--- src/rtl/seg_display_ctrl_pkg.sv ---
// Shared types and constants for the signed-binary to 7-segment display controller.
// Holds the FSM state encoding, blank/minus patterns and the double-dabble nibble adjust.
package seg_display_ctrl_pkg;

    localparam int VAL_W = 11;
    localparam int DIGITS = 4;
    localparam int BCD_W = 4 * DIGITS;

    localparam logic [3:0] BLANK_CODE = 4'b1111;
    localparam logic [6:0] SEG_BLANK = 7'b1111111;
    localparam logic [6:0] SEG_MINUS = 7'b0111111;

    // One step per magnitude bit, counted 0..VAL_W-1.
    localparam logic [3:0] LAST_STEP = 4'(VAL_W - 1);

    typedef enum logic [1:0] {
        IDLE  = 2'd0,
        ABS   = 2'd1,
        CONV  = 2'd2,
        LATCH = 2'd3
    } state_t;

    function automatic logic [BCD_W-1:0] dabble_adjust(input logic [BCD_W-1:0] bcd);
        logic [BCD_W-1:0] res;
        res = bcd;
        for (int i = 0; i < DIGITS; i++) begin
            if (bcd[4*i +: 4] >= 4'd5) begin
                res[4*i +: 4] = bcd[4*i +: 4] + 4'd3;
            end
        end
        return res;
    endfunction

endpackage

--- src/rtl/seg_display_ctrl_bcdto7seg.sv ---
// Active-low 7-segment decoder (gfedcba); codes above 9 decode to an unlit digit.
module bcdto7seg
    import seg_display_ctrl_pkg::*;
(
    input  logic [3:0] bcd,
    output logic [6:0] seg
);

    always_comb begin
        seg = SEG_BLANK;
        case (bcd)
            4'd0: seg = 7'b1000000;
            4'd1: seg = 7'b1111001;
            4'd2: seg = 7'b0100100;
            4'd3: seg = 7'b0110000;
            4'd4: seg = 7'b0011001;
            4'd5: seg = 7'b0010010;
            4'd6: seg = 7'b0000010;
            4'd7: seg = 7'b1111000;
            4'd8: seg = 7'b0000000;
            4'd9: seg = 7'b0010000;
            default: seg = SEG_BLANK;
        endcase
    end

endmodule

--- src/rtl/seg_display_ctrl.sv ---
// Converts a signed 11-bit value to sign + four BCD digits via double-dabble,
// then holds the result on registered digit codes decoded to active-low segments.
//
// state | meaning
// IDLE  | waiting for load; display holds last result
// ABS   | take sign and magnitude of the captured value, clear scratch
// CONV  | one double-dabble step per clock, 11 steps
// LATCH | commit digit codes and sign, pulse done
module seg_display_ctrl
    import seg_display_ctrl_pkg::*;
#(
    parameter bit LZB = 1'b1
) (
    input  logic             clk,
    input  logic             rst,
    input  logic             load,
    input  logic [VAL_W-1:0] value,
    output logic             busy,
    output logic             done,
    output logic [6:0]       sign,
    output logic [6:0]       hex3,
    output logic [6:0]       hex2,
    output logic [6:0]       hex1,
    output logic [6:0]       hex0
);

    state_t state_q, state_d;

    logic [VAL_W-1:0]       value_q;
    logic                   neg_q;
    logic [VAL_W-1:0]       mag_q;
    logic [BCD_W-1:0]       bcd_q;
    logic [3:0]             cnt_q;
    logic [DIGITS-1:0][3:0] code_q;
    logic [DIGITS-1:0][3:0] lz_code;
    logic [DIGITS-1:0][6:0] seg;
    logic [6:0]             sign_q;
    logic                   busy_q;
    logic                   done_q;

    always_ff @(posedge clk or posedge rst) begin
        if (rst) begin
            state_q <= IDLE;
        end else begin
            state_q <= state_d;
        end
    end

    always_comb begin
        state_d = state_q;
        case (state_q)
            IDLE:    if (load) state_d = ABS;
            ABS:     state_d = CONV;
            CONV:    if (cnt_q == LAST_STEP) state_d = LATCH;
            LATCH:   state_d = IDLE;
            default: state_d = IDLE;
        endcase
    end

    // Blank only digits above the highest nonzero one; units always shown.
    always_comb begin
        lz_code = bcd_q;
        if (LZB) begin
            if (bcd_q[15:12] == 4'd0) begin
                lz_code[3] = BLANK_CODE;
                if (bcd_q[11:8] == 4'd0) begin
                    lz_code[2] = BLANK_CODE;
                    if (bcd_q[7:4] == 4'd0) begin
                        lz_code[1] = BLANK_CODE;
                    end
                end
            end
        end
    end

    always_ff @(posedge clk or posedge rst) begin
        if (rst) begin
            value_q <= '0;
            neg_q   <= 1'b0;
            mag_q   <= '0;
            bcd_q   <= '0;
            cnt_q   <= '0;
            code_q  <= {DIGITS{BLANK_CODE}};
            sign_q  <= SEG_BLANK;
            busy_q  <= 1'b0;
            done_q  <= 1'b0;
        end else begin
            done_q <= 1'b0;
            case (state_q)
                IDLE: begin
                    if (load) begin
                        value_q <= value;
                        busy_q  <= 1'b1;
                    end
                end
                ABS: begin
                    // -1024 negates to 1024, which still fits 11 unsigned bits.
                    neg_q <= value_q[VAL_W-1];
                    mag_q <= value_q[VAL_W-1] ? (~value_q + 11'd1) : value_q;
                    bcd_q <= '0;
                    cnt_q <= '0;
                end
                CONV: begin
                    {bcd_q, mag_q} <= {dabble_adjust(bcd_q), mag_q} << 1;
                    cnt_q <= cnt_q + 4'd1;
                end
                LATCH: begin
                    code_q <= lz_code;
                    sign_q <= neg_q ? SEG_MINUS : SEG_BLANK;
                    done_q <= 1'b1;
                    busy_q <= 1'b0;
                end
                default: ;
            endcase
        end
    end

    for (genvar g = 0; g < DIGITS; g++) begin : g_dec
        bcdto7seg u_dec (
            .bcd (code_q[g]),
            .seg (seg[g])
        );
    end

    assign hex3 = seg[3];
    assign hex2 = seg[2];
    assign hex1 = seg[1];
    assign hex0 = seg[0];
    assign sign = sign_q;
    assign busy = busy_q;
    assign done = done_q;

endmodule

--- config.mk ---
export PLATFORM = sky130hd
export DESIGN_NAME = seg_display_ctrl
export DESIGN_NICKNAME = d
export VERILOG_FILES = /design/src/rtl/seg_display_ctrl_pkg.sv /design/src/rtl/seg_display_ctrl_bcdto7seg.sv /design/src/rtl/seg_display_ctrl.sv
export SDC_FILE = /design/constraint.sdc
export NUM_CORES = 1
export LEC_CHECK = 0
export ABC_CLOCK_PERIOD_IN_PS = 2500
export CAP_MARGIN = 20
export CORE_AREA = 2 2 111 113
export CTS_CLUSTER_SIZE = 16
export DETAILED_ROUTE_END_ITERATION = 10
export DIE_AREA = 0 0 113 115
export DONT_BUFFER_PORTS = 1
export GPL_ROUTABILITY_DRIVEN = 0
export GPL_TIMING_DRIVEN = 0
export MAX_ROUTING_LAYER = met4
export PLACE_DENSITY = 0.48
export SETUP_SLACK_MARGIN = 0.05
export SLEW_MARGIN = 25
export SYNTH_ARGS = -nofsm -noshare
export SYNTH_HDL_FRONTEND = slang
export SYNTH_HIERARCHICAL = 1
export SYNTH_SLANG_ARGS = --single-unit
--- constraint.sdc ---
create_clock -name clk -period 2.5 [get_ports clk]
set_input_delay 0.125 -clock clk [delete_from_list [all_inputs] [get_ports clk]]
set_output_delay 0.125 -clock clk [all_outputs]
set_load 0.005 [all_outputs]
# Word-level counts from Yosys, hierarchy flattened
# Memories as Yosys holds them, arrays and structs flattened.
# Index checks and enable logic that the tools add are counted.
word_totals:
  ff_bits: 70
  romBits: 448
  in_bits: 14
  out_inout_bits: 37
  word_cells: 61
  memories: 4
mem_list:
  columns: ["memory", "words", "word_bits", "read_ports", "rd_ports_with_merged_regs", "wr", "line", "text"]
  rows:
  - ["(name not given)", 16, 7, 1, 0, 0, "seg_display_ctrl_bcdto7seg.sv:11", "case (bcd)"]
  - ["(name not given)", 16, 7, 1, 0, 0, "seg_display_ctrl_bcdto7seg.sv:11", null]
  - ["(name not given)", 16, 7, 1, 0, 0, "seg_display_ctrl_bcdto7seg.sv:11", null]
  - ["(name not given)", 16, 7, 1, 0, 0, "seg_display_ctrl_bcdto7seg.sv:11", null]
op_classes:
  n_addsub: 6
  magnitude_cmp: 4
  n_eq_ne: 6
  muxes: 18
  n_bitwise: 1
  reduce_logical: 9
op_table:
  columns: ["operator", "count"]
  rows:
  - ["16-bit case mux with 2 select lines", 1]
  - ["11-bit case mux with 2 select lines", 1]
  - ["4-bit by 3-bit >= comparator with 1-bit output, second input constant", 4]
  - ["4-bit 2-to-1 mux", 4]
  - ["4-bit by 2-bit adder with 4-bit output, second input constant", 3]
  - ["4-bit zero test", 3]
  - ["12-bit 2-to-1 mux", 1]
  - ["11-bit by 1-bit adder with 11-bit output, second input constant", 1]
  - ["11-bit 2-to-1 mux", 1]
  - ["11-bit inverter", 1]
  - ["8-bit 2-to-1 mux", 1]
  - ["2-bit case mux with 4 select lines", 1]
  - ["4-bit case mux with 2 select lines", 1]
  - ["7-bit 2-to-1 mux", 1]
  - ["2-bit AND reduction", 3]
  - ["4-bit by 1-bit adder with 4-bit output, second input constant", 1]
  - ["2-bit == test, second input constant", 2]
  - ["4-bit == test, second input constant", 1]
  - ["2-bit 2-to-1 mux", 2]
  - ["2-bit != test, second input constant", 2]
  - ["2-bit nonzero test", 2]
  - ["3-bit by 2-bit adder with 3-bit output, second input constant", 1]
  - ["3-bit 2-to-1 mux", 1]
  - ["2-bit by 1-bit == test with 1-bit output, second input constant", 1]
  - ["other kinds (3)", 4]

# Longest topological paths before layout
# Gate-level depths: netlist (run 1).
depth:
  depth_word: 4
  mapped_depth: 8

# Cells and area by module
# The synthesis (run 1) kept the hierarchy.
modules_own_cells:
  columns: ["module", "instances", "cells_each", "area_per_inst_um2", "seq_area_each_um2"]
  rows:
  - ["seg_display_ctrl", 1, 294, 3191.8, 1622.8]
  - ["bcdto7seg (g_dec[0].u_dec ...)", 3, 33, 210.2, 0.0]
  - ["bcdto7seg (g_dec[2].u_dec)", 1, 31, 200.2, 0.0]

# Least setup slack after synthesis (run 1)
# OpenSTA, ideal clock, no wires.
synth_timing:
  kind: "register -> register"
  start: "reg value_q[1]"
  end: "reg mag_q[5]"
  setup_time_ns: 0.126
  arrival_time_ns: 1.694
  required_time_ns: 2.374
  path_slack_ns: 0.680
  stages_incl_launch_ff: 5
  path_buffers: 0
  synth_period_minus_slack_ns: 1.820
  path_cell_list: "dfrtp_1 or4_1 o21ai_0 mux2_2 a221o_1"
synth_between:
  elab_chain_cells: 4
synth_lines:
  columns: ["element", "line", "text"]
  rows:
  - ["start, declared", "seg_display_ctrl.sv:29", "logic [VAL_W-1:0] value_q;"]
  - ["start signal, assigned", "seg_display_ctrl.sv:92", "value_q <= value;"]
  - ["11-bit inverter", "seg_display_ctrl.sv:99", "mag_q <= value_q[VAL_W-1] ? (~value_q + 11'd1) : value_q;"]
  - ["11-bit by 1-bit adder with 11-bit output", "seg_display_ctrl.sv:99", null]
  - ["11-bit 2-to-1 mux", "seg_display_ctrl.sv:99", null]
  - ["11-bit case mux with 2 select lines", "seg_display_ctrl.sv:89", "case (state_q)"]
  - ["end signal, assigned", "seg_display_ctrl.sv:99", null]
  - ["end signal, assigned", "seg_display_ctrl.sv:104", "{bcd_q, mag_q} <= {dabble_adjust(bcd_q), mag_q} << 1;"]
  - ["end, declared", "seg_display_ctrl.sv:31", "logic [VAL_W-1:0] mag_q;"]
# No other way between the ends.
# A chain may end at the register's enable or synchronous reset.

# Worst setup path in the final report (run 1)
layout_timing:
  start: "reg state_q[0]"
  end: "reg mag_q[6]"
layout_between:
  elab_chain_cells: 2
  elab_cells_between_ends: 4
  classes_between: "2 x eq/ne; 1 x mux; 1 x reduce/logical"
layout_lines:
  columns: ["element", "line", "text"]
  rows:
  - ["start, declared", "seg_display_ctrl.sv:27", "state_t state_q, state_d;"]
  - ["start signal, assigned", "seg_display_ctrl.sv:45", "state_q <= state_d;"]
  - ["2-bit == test / 2-bit by 1-bit == test with 1-bit output (equally long branches)", "seg_display_ctrl.sv:89", null]
  - ["11-bit case mux with 2 select lines / 2-bit nonzero test (equally long branches)", null, null]
# Several ways; a longest one is shown, not always the timed one.

==> results of run 1 <==
[cell families (layout without fill, tap and decap cells)]
kind of cell,Yosys count,in the layout,synth area share
other cells,1,6,0.000932
compound gates,115,115,0.179
mux,28,28,0.0759
simple gates,109,109,0.135
xor+xnor,13,13,0.0283
buf+inv,59,88,0.0694
fa+ha+maj,35,35,0.109
flops,64,64,0.403
[metal layers]
layer	GRT usage	vias up
met3	0.0274	13
met4	0.0407	0
met5	-	-
met1	0.156	1456
met2	0.234	46
li1	-	1509
[through the flow]
step                      cell area, sq um  cells   util  hold WS, ns
final                                 4680    605  0.396       0.0111
after global routing                  4680    605  0.396       0.0438
after CTS                             4680    605  0.396      0.00758
after detailed placement              4260    577  0.360      -0.0360
after global placement                4230    576  0.358        0.276
after floorplan                       4040    429      -        0.275
[cell usage in the layout (no fill, tap or decap), drive strengths merged, types with 2 or more instances in the layout]
| cell | n |
|---|---|
| clkinv | 2 |
| or4 | 2 |
| a32o | 2 |
| buf | 15 |
| o21ai | 45 |
| dlygate4sd3 | 12 |
| o22ai | 6 |
| nand3 | 3 |
| dfrtp | 47 |
| xnor2 | 9 |
| conb | 6 |
| nor2b | 2 |
| and3 | 3 |
| nand2b | 20 |
| or2b | 3 |
| nor4 | 2 |
| clkbuf | 24 |
| a22o | 5 |
| inv | 34 |
| ha | 35 |
| a22oi | 6 |
| a21oi | 31 |
| nand3b | 2 |
| a221o | 2 |
| o32ai | 2 |
| nand2 | 22 |
| a31oi | 8 |
| o41ai | 2 |
| nor3 | 3 |
| mux2i | 8 |
| or2 | 4 |
| mux2 | 20 |
| o31ai | 3 |
| xor2 | 4 |
| o2bb2ai | 2 |
| dfstp | 17 |
| nor2 | 41 |
[critical path, cell delays in order (launching register included)]
cell and delay [ns]:
dfrtp_1 0.41, inv_1 0.08, ha_1 0.40, inv_1 0.17
nor2_2 0.32, clkbuf_1 0.44, a22oi_1 0.13, o21ai_0 0.10
[how the worst min path moves through the flow]
stage / depth (start not counted) / slack, ns / to / startpoint
floorplan: 1 / 0.28 / value_q[9] / value[9]
global placement: 1 / 0.28 / value_q[1] / value[1]
detailed placement: 1 / -0.04 / done / rst
CTS: 3 / 0.008 / busy / load
global route: 2 / 0.04 / value_q[9] / load
finish: 2 / 0.01 / busy / load
[area by class of cell]
cell class                      count  area share
Timing Repair Buffer               13      0.0316
Inverter                           34      0.0278
Clock inverter                      3     0.00856
Tap cell                          147      0.0393
Multi-Input combinational cell    306       0.458
Clock buffer                       13      0.0556
Sequential cell                    64       0.347
Buffer                             25      0.0324
[registers in the layout, indices dropped and copies added (netlist names)]
name and flops:
cnt_q 4, value_q 11, bcd_q 16, sign 1, mag_q 11, code_q 16, busy 1, neg_q 1
done 1, state_q 2
[power by group]
| group | switching, W | internal [W] | total (W) |
|---|---|---|---|
| Sequential | 0.000279 | 0.00135 | 0.00163 |
| Combinational | 0.000984 | 0.000711 | 0.00170 |
| Clock | 0.000435 | 0.000823 | 0.00126 |
| Total | 0.00170 | 0.00288 | 0.00458 |
[what timing repair did]
item	CTS	global route
gates resized for setup	0	1
hold buffers	12	0
hold endpoints to repair	59	0
setup endpoints to repair	0	6
==> results by group, run 1 <==
Outcome
  – Status: finished, violations left
  – Failing checks: DRC

Synthesis
  – Top-count cell post-synth: dfrtp_1
  – Cells after Synth: 424
  – Mean Syn Cell Area: 9.49 sq um
  – Most common flop cell mapped by yosys: dfrtp_1
  – Leading area contributor after synthesis: dfrtp_1
  – EDFF count, synth: 0
  – Seq cells post-synth: 64
  – Post-Syn Area: 4020 sq um
  – Synth top cells by count: 47 x dfrtp_1, 44 x o21ai_0, 41 x nor2_1
  – Top cell type's share of synthesized area: 0.292
  – Synth area leaders: dfrtp_1 29%, dfstp_2 11%, ha_1 11%
  – Distinct cells, synth: 45
  – Post-synth ARST share: 1.00
  – Seq/Total Area, Yosys: 0.403
  – Synth Warn #: 6

Run
  – Max-cap viol count: 0

Setup path
  – Reg-to-reg endpoint: mag_q[6]
  – Worst Path Max Fanout: 10
  – R2R depth: 7
  – Critical R2R Launch: state_q[0]
  – Worst EP required: 2.75 ns
  – Reg2reg setup slack: 0.35 ns
  – Crit path capture: mag_q[6]
  – Worst Setup End Kind: flop
  – Critical Path Start: state_q[0]
  – Crit path DAT: 2.40 ns
  – CP Launch Type: flop
  – Classification of the worst setup path: flop to flop

Floorplan
  – Initial Utilization: 0.341
  – Die X: 113 um
  – Row Count: 40
  – Core area: 11800 sq um
  – I/O pin cnt: 51
  – Die height: 115 um
  – Die area: 13000 sq um

Clock tree
  – Later-pin clock latency in the skew report: 0.32 ns
  – Root Driver: clkbuf_16
  – H-Tree Depth: 3
  – Clock buffer count from CTS: 9
  – Bufs on Longest Clock Path: 2
  – Setup bufs post-CTS: 0
  – Clk pin slew, worst setup/hold paths: 0.05 ns
  – CTS tree: done
  – Clock sinks: 64

Placed design
  – Place WS: 0.198 ns
  – DP HPWL: 5.83 mm
  – PortBufs: 0

STA
  – Tmin final: 2.15 ns
  – Clock Skew: 0.00419 ns
  – Max Slew Vio Count: 0
  – Final setup viols: 0
  – Max Clock Freq: 0.466 GHz
  – Least-Margin Pin Slew: 0.610 ns
  – Setup TNS: 0 ns
  – Final Hold Vio Count: 0
  – Slew margin rel.: 0.593
  – RSZ-0062 raised after global routing: false
  – Final setup margin: 0.352 ns
  – Final worst-path cycle share: 0.859

Power
  – Pwr Density: 980 nW/um^2
  – P_leak: 2.10 nW
  – Peak supply drop: 713 uV
  – Final Power: 0.00458 W

Global route
  – Pin count of the biggest net entering global routing: 47
  – Initial antenna violation count: 0
  – Total GRT Usage: 0.134
  – Total grt overflow: 0
  – Vias in the first global route: 2993
  – Global-route wire length before repair: 13.8 mm

Hold path
  – Worst Hold Class: input pin to flop

Detailed routing
  – Routed wire length: 8.08 mm
  – DR top layer: met4
  – Met3 wire length: 220 um
  – DRT Pass-1 Iters: 9
  – Vias per std cell: 5.00
  – Routed length per instance: 13.4 um
  – Met2 WL: 4.06 mm
  – DRC: 2
  – Vias: 3024
  – DRT iter0 DRCs: 95
  – ANT nets after route: 0
  – Metal-1 WL: 3.70 mm

Cells and area
  – Fill count: 1208
  – Ant diodes: 0
  – Multi-input gate area: 2140 sq um
  – # nets final: 502
  – Fraction of layout cells with a size suffix above 1: 0.164
  – Layout area overhead: 16.3%
  – Reg area: 1620 sq um
Note: power is estimated with default switching activity, not from simulation.
==> inputs of run 2 (changes only) <==
- ABC_AREA: not set -> 1
- CORE_AREA: 2 2 111 113 -> 2 2 112 114
- DIE_AREA: 0 0 113 115 -> 0 0 114 116
==> run 2 against run 1 <==
The run now ends clean. Critical path depth fell by 2. Count of clock-buffer cells in the layout fell by 1. Cell area rose by 1.0%. Clock power barely moved. Sequential cell count did not move. Wire length rose by 3.5%. Clock skew rose by 0.0028 ns. Largest cell class unchanged. Largest power group unchanged.
==> results by group, run 2 <==
Synthesis
  – Synth top cells by count: 154 x nand2_1, 76 x inv_1, 53 x nand3_1 (was 47 x dfrtp_1, 44 x o21ai_0, 41 x nor2_1)
  – Post-Syn Area: 4090 sq um (was 4020 sq um)
  – Distinct cells, synth: 34 (was 45)
  – Synth Warn #: 6 (unchanged)
  – Top cell type's share of synthesized area: 0.288 (was 0.292)
  – Top-count cell post-synth: nand2_1 (was dfrtp_1)
  – Mean Syn Cell Area: 7.57 sq um (was 9.49 sq um)
  – Post-synth ARST share: 1.00 (unchanged)
  – Seq/Total Area, Yosys: 0.397 (was 0.403)
  – Most common flop cell mapped by yosys: dfrtp_1 (unchanged)
  – Cells after Synth: 540 (was 424)
  – Synth area leaders: dfrtp_1 29%, nand2_1 14%, dfstp_2 11% (was dfrtp_1 29%, dfstp_2 11%, ha_1 11%)
  – Leading area contributor after synthesis: dfrtp_1 (unchanged)
  – EDFF count, synth: 0 (unchanged)
  – Seq cells post-synth: 64 (unchanged)

Cells and area
  – Fill count: 1240 (was 1208)
  – Most frequent cells in the layout: 154 x nand2_1, 75 x inv_1, 53 x nand3_1, 47 x dfrtp_1, 36 x o21ai_0 (was 47 x dfrtp_1, 44 x o21ai_0, 40 x nor2_1, 35 x ha_1, 33 x inv_1)
  – Fraction of layout cells with a size suffix above 1: 0.131 (was 0.164)
  – Largest regs: bcd_q: 16 flops, code_q: 16 flops (unchanged)
  – Most common cell after layout, fill and taps aside: nand2_1 (was dfrtp_1)
  – Layout area overhead: 15.6% (was 16.3%)
  – Layout Cells excl Fill: 721 (was 605)
  – # nets final: 618 (was 502)
  – Ant diodes: 0 (unchanged)

Global route
  – Vias in the first global route: 3178 (was 2993)
  – Total GRT Usage: 0.141 (was 0.134)
  – Initial antenna violation count: 0 (unchanged)
  – Total grt overflow: 0 (unchanged)
  – Global-route wire length before repair: 14.7 mm (was 13.8 mm)
  – Pin count of the biggest net entering global routing: 39 (was 47)

Power
  – Internal: 0.00271 W (was 0.00288 W)
  – P_leak: 2.39 nW (was 2.10 nW)
  – Pwr Density: 942 nW/um^2 (was 980 nW/um^2)
  – Clk pwr share: 0.278 (was 0.274)
  – Sw frac: 0.392 (was 0.370)
  – Peak supply drop: 516 uV (was 713 uV)
  – Net switching power: 0.00174 W (was 0.00170 W)
  – Final Power: 0.00445 W (was 0.00458 W)
  – Seq pwr share: 0.336 (was 0.356)
  – Comb pwr share: 0.385 (was 0.370)

Detailed routing
  – Vias per std cell: 4.68 (was 5.00)
  – Routed length per instance: 11.6 um (was 13.4 um)
  – DRC: 0 (was 2)
  – Routed wire length: 8.36 mm (was 8.08 mm)
  – DRT Pass-1 Iters: 4 (was 9)
  – Vias: 3375 (was 3024)
  – ANT nets after route: 0 (unchanged)
  – DRT iter0 DRCs: 93 (was 95)

Clock tree
  – Later-pin clock latency in the skew report: 0.32 ns (about the same)
  – Clock sinks: 64 (unchanged)
  – CTS tree: done (unchanged)
  – H-Tree Depth: 3 (unchanged)
  – Clock buffer count from CTS: 9 (unchanged)
  – Bufs on Longest Clock Path: 2 (unchanged)
  – Clk pin slew, worst setup/hold paths: 0.06 ns (was 0.05 ns)
  – Setup bufs post-CTS: 0 (unchanged)
  – Root Driver: clkbuf_16 (unchanged)

STA
  – Max Slew Vio Count: 0 (unchanged)
  – RSZ-0062 raised after global routing: false (unchanged)
  – Max Clock Freq: 0.601 GHz (was 0.466 GHz)
  – Final Hold Vio Count: 0 (unchanged)
  – Setup TNS: 0 ns (unchanged)
  – Final setup viols: 0 (unchanged)
  – Final worst-path cycle share: 0.666 (was 0.859)
  – Clock Skew: 0.00704 ns (was 0.00419 ns)
  – Tmin final: 1.66 ns (was 2.15 ns)

Setup path
  – Critical R2R Launch: state_q[0] (unchanged)
  – CP max stage delay: 0.59 ns (was 0.44 ns)
  – Worst EP required: 2.38 ns (was 2.75 ns)
  – Slowest CP cell: dfstp_2 (was clkbuf_1)
  – Worst Setup End Kind: output port (was flop)
  – Critical Path Start: code_q[1] (was state_q[0])
  – CP cell instances: inv_1 > ha_1 > nand2_1 > nand3_1 > nand2_1 (was inv_1 > ha_1 > inv_1 > nor2_2 > clkbuf_1 > a22oi_1 > o21ai_0)
  – Crit path DAT: 1.54 ns (was 2.40 ns)
  – Classification of the worst setup path: flop to output port (was flop to flop)
  – CP Launch Type: flop (unchanged)
  – Worst Path Max Fanout: 6 (was 10)
  – Cell mode on critical path: nand2_1 (was inv_1)

Hold path
  – Worst Hold Class: input pin to flop (unchanged)
  – Worst hold start: load (unchanged)

Placed design
  – PortBufs: 0 (unchanged)
  – DP HPWL: 6.28 mm (was 5.83 mm)
  – Placed Cells: 693 (was 577)

Floorplan
  – Die area: 13200 sq um (was 13000 sq um)
  – Initial Utilization: 0.343 (was 0.341)
  – Core area: 11900 sq um (was 11800 sq um)
  – Row Count: 40 (unchanged)
  – Die X: 114 um (was 113 um)
  – Die height: 116 um (was 115 um)
  – I/O pin cnt: 51 (unchanged)

Run
  – Max-cap viol count: 0 (unchanged)

Outcome
  – Status: completed (was finished, violations left)
run 2: per-stage QoR:
| step | area, sq um | hold slack [ns] | utilization | setup slack, ns |
|---|---|---|---|---|
| 2_1_floorplan | 4110 | 0.246 | - | 0.805 |
| 3_3_place_gp | 4290 | 0.248 | 0.360 | 0.0330 |
| 3_5_place_dp | 4310 | 0.00133 | 0.362 | 0.970 |
| 4_1_cts | 4730 | 0.0325 | 0.397 | 0.810 |
| 5_1_grt | 4730 | 0.0517 | 0.397 | 0.716 |
| 6_report | 4730 | 0.0604 | 0.397 | 0.836 |
run 2: path summary, 6_finish.rpt:
check	end	slack, ns	depth (start not counted)
worst max-delay path	hex0[3]	0.84	5
worst min-delay path	busy	0.06	3
worst max register to register	mag_q[10]	0.98	7
worst min register to register	sign[6]	0.45	1
max in group asynchronous	code_q[8]	1.67	3
min in group asynchronous	mag_q[0]	0.26	2
run 2: cell families (layout without fill, tap and decap cells):
logic type / Yosys count / after routing / share of synthesized area
xor gates and xnor gates: 2 / 2 / 0.00428
buffers and inverters: 106 / 135 / 0.113
DFF: 64 / 64 / 0.397
and+or+nand+nor: 252 / 252 / 0.265
other: 1 / 6 / 0.000917
adders and majority gates: 35 / 35 / 0.107
AOI/OAI and AO/OA: 80 / 80 / 0.113
run 2: final cells by class:
cell class / count / area, sq um / share of cell area
buffer: 18 / 130 / 0.0275
clock buffer: 12 / 246 / 0.0522
clock inverter: 4 / 45.0 / 0.00953
inverter: 88 / 335 / 0.0710
multi-input combinational: 375 / 2020 / 0.428
sequential: 64 / 1620 / 0.343
tap: 147 / 184 / 0.0389
timing repair buffer: 13 / 140 / 0.0297
run 2: per-layer routing:
| layer | share of wire | global-route usage | up-vias |
|---|---|---|---|
| met5 | 0 | - | - |
| met2 | 0.47 | 0.238 | 49 |
| met1 | 0.48 | 0.173 | 1545 |
| met4 | 0.016 | 0.0488 | 0 |
| met3 | 0.028 | 0.0204 | 11 |
| li1 | - | - | 1770 |
run 2: timing repair:
| action | 4_1_cts | 5_1_grt |
|---|---|---|
| hold endpoints to repair | 38 | 0 |
| hold buffers | 12 | 0 |
| resized for setup | 0 | 0 |
| endpoints found under the setup margin | 0 | 0 |
run 2: worst max-delay path, delay by kind of cell (launching register included):
| family | cells | cell delay (ns) |
|---|---|---|
| DFF | 1 | 0.59 |
| and+or+nand+nor | 3 | 0.24 |
| adders and majority gates | 1 | 0.28 |
| buffers and inverters | 1 | 0.10 |
run 2: power by group through the flow:
| stage | clock (W) | sequential [W] | combinational [W] |
|---|---|---|---|
| floorplan | 0 | 0.00147 | 0.00133 |
| global placement | 0 | 0.00151 | 0.00171 |
| detailed placement | 0 | 0.00152 | 0.00173 |
| CTS | 0.00126 | 0.00150 | 0.00176 |
| global route | 0.00133 | 0.00154 | 0.00200 |
| finish | 0.00124 | 0.00150 | 0.00171 |
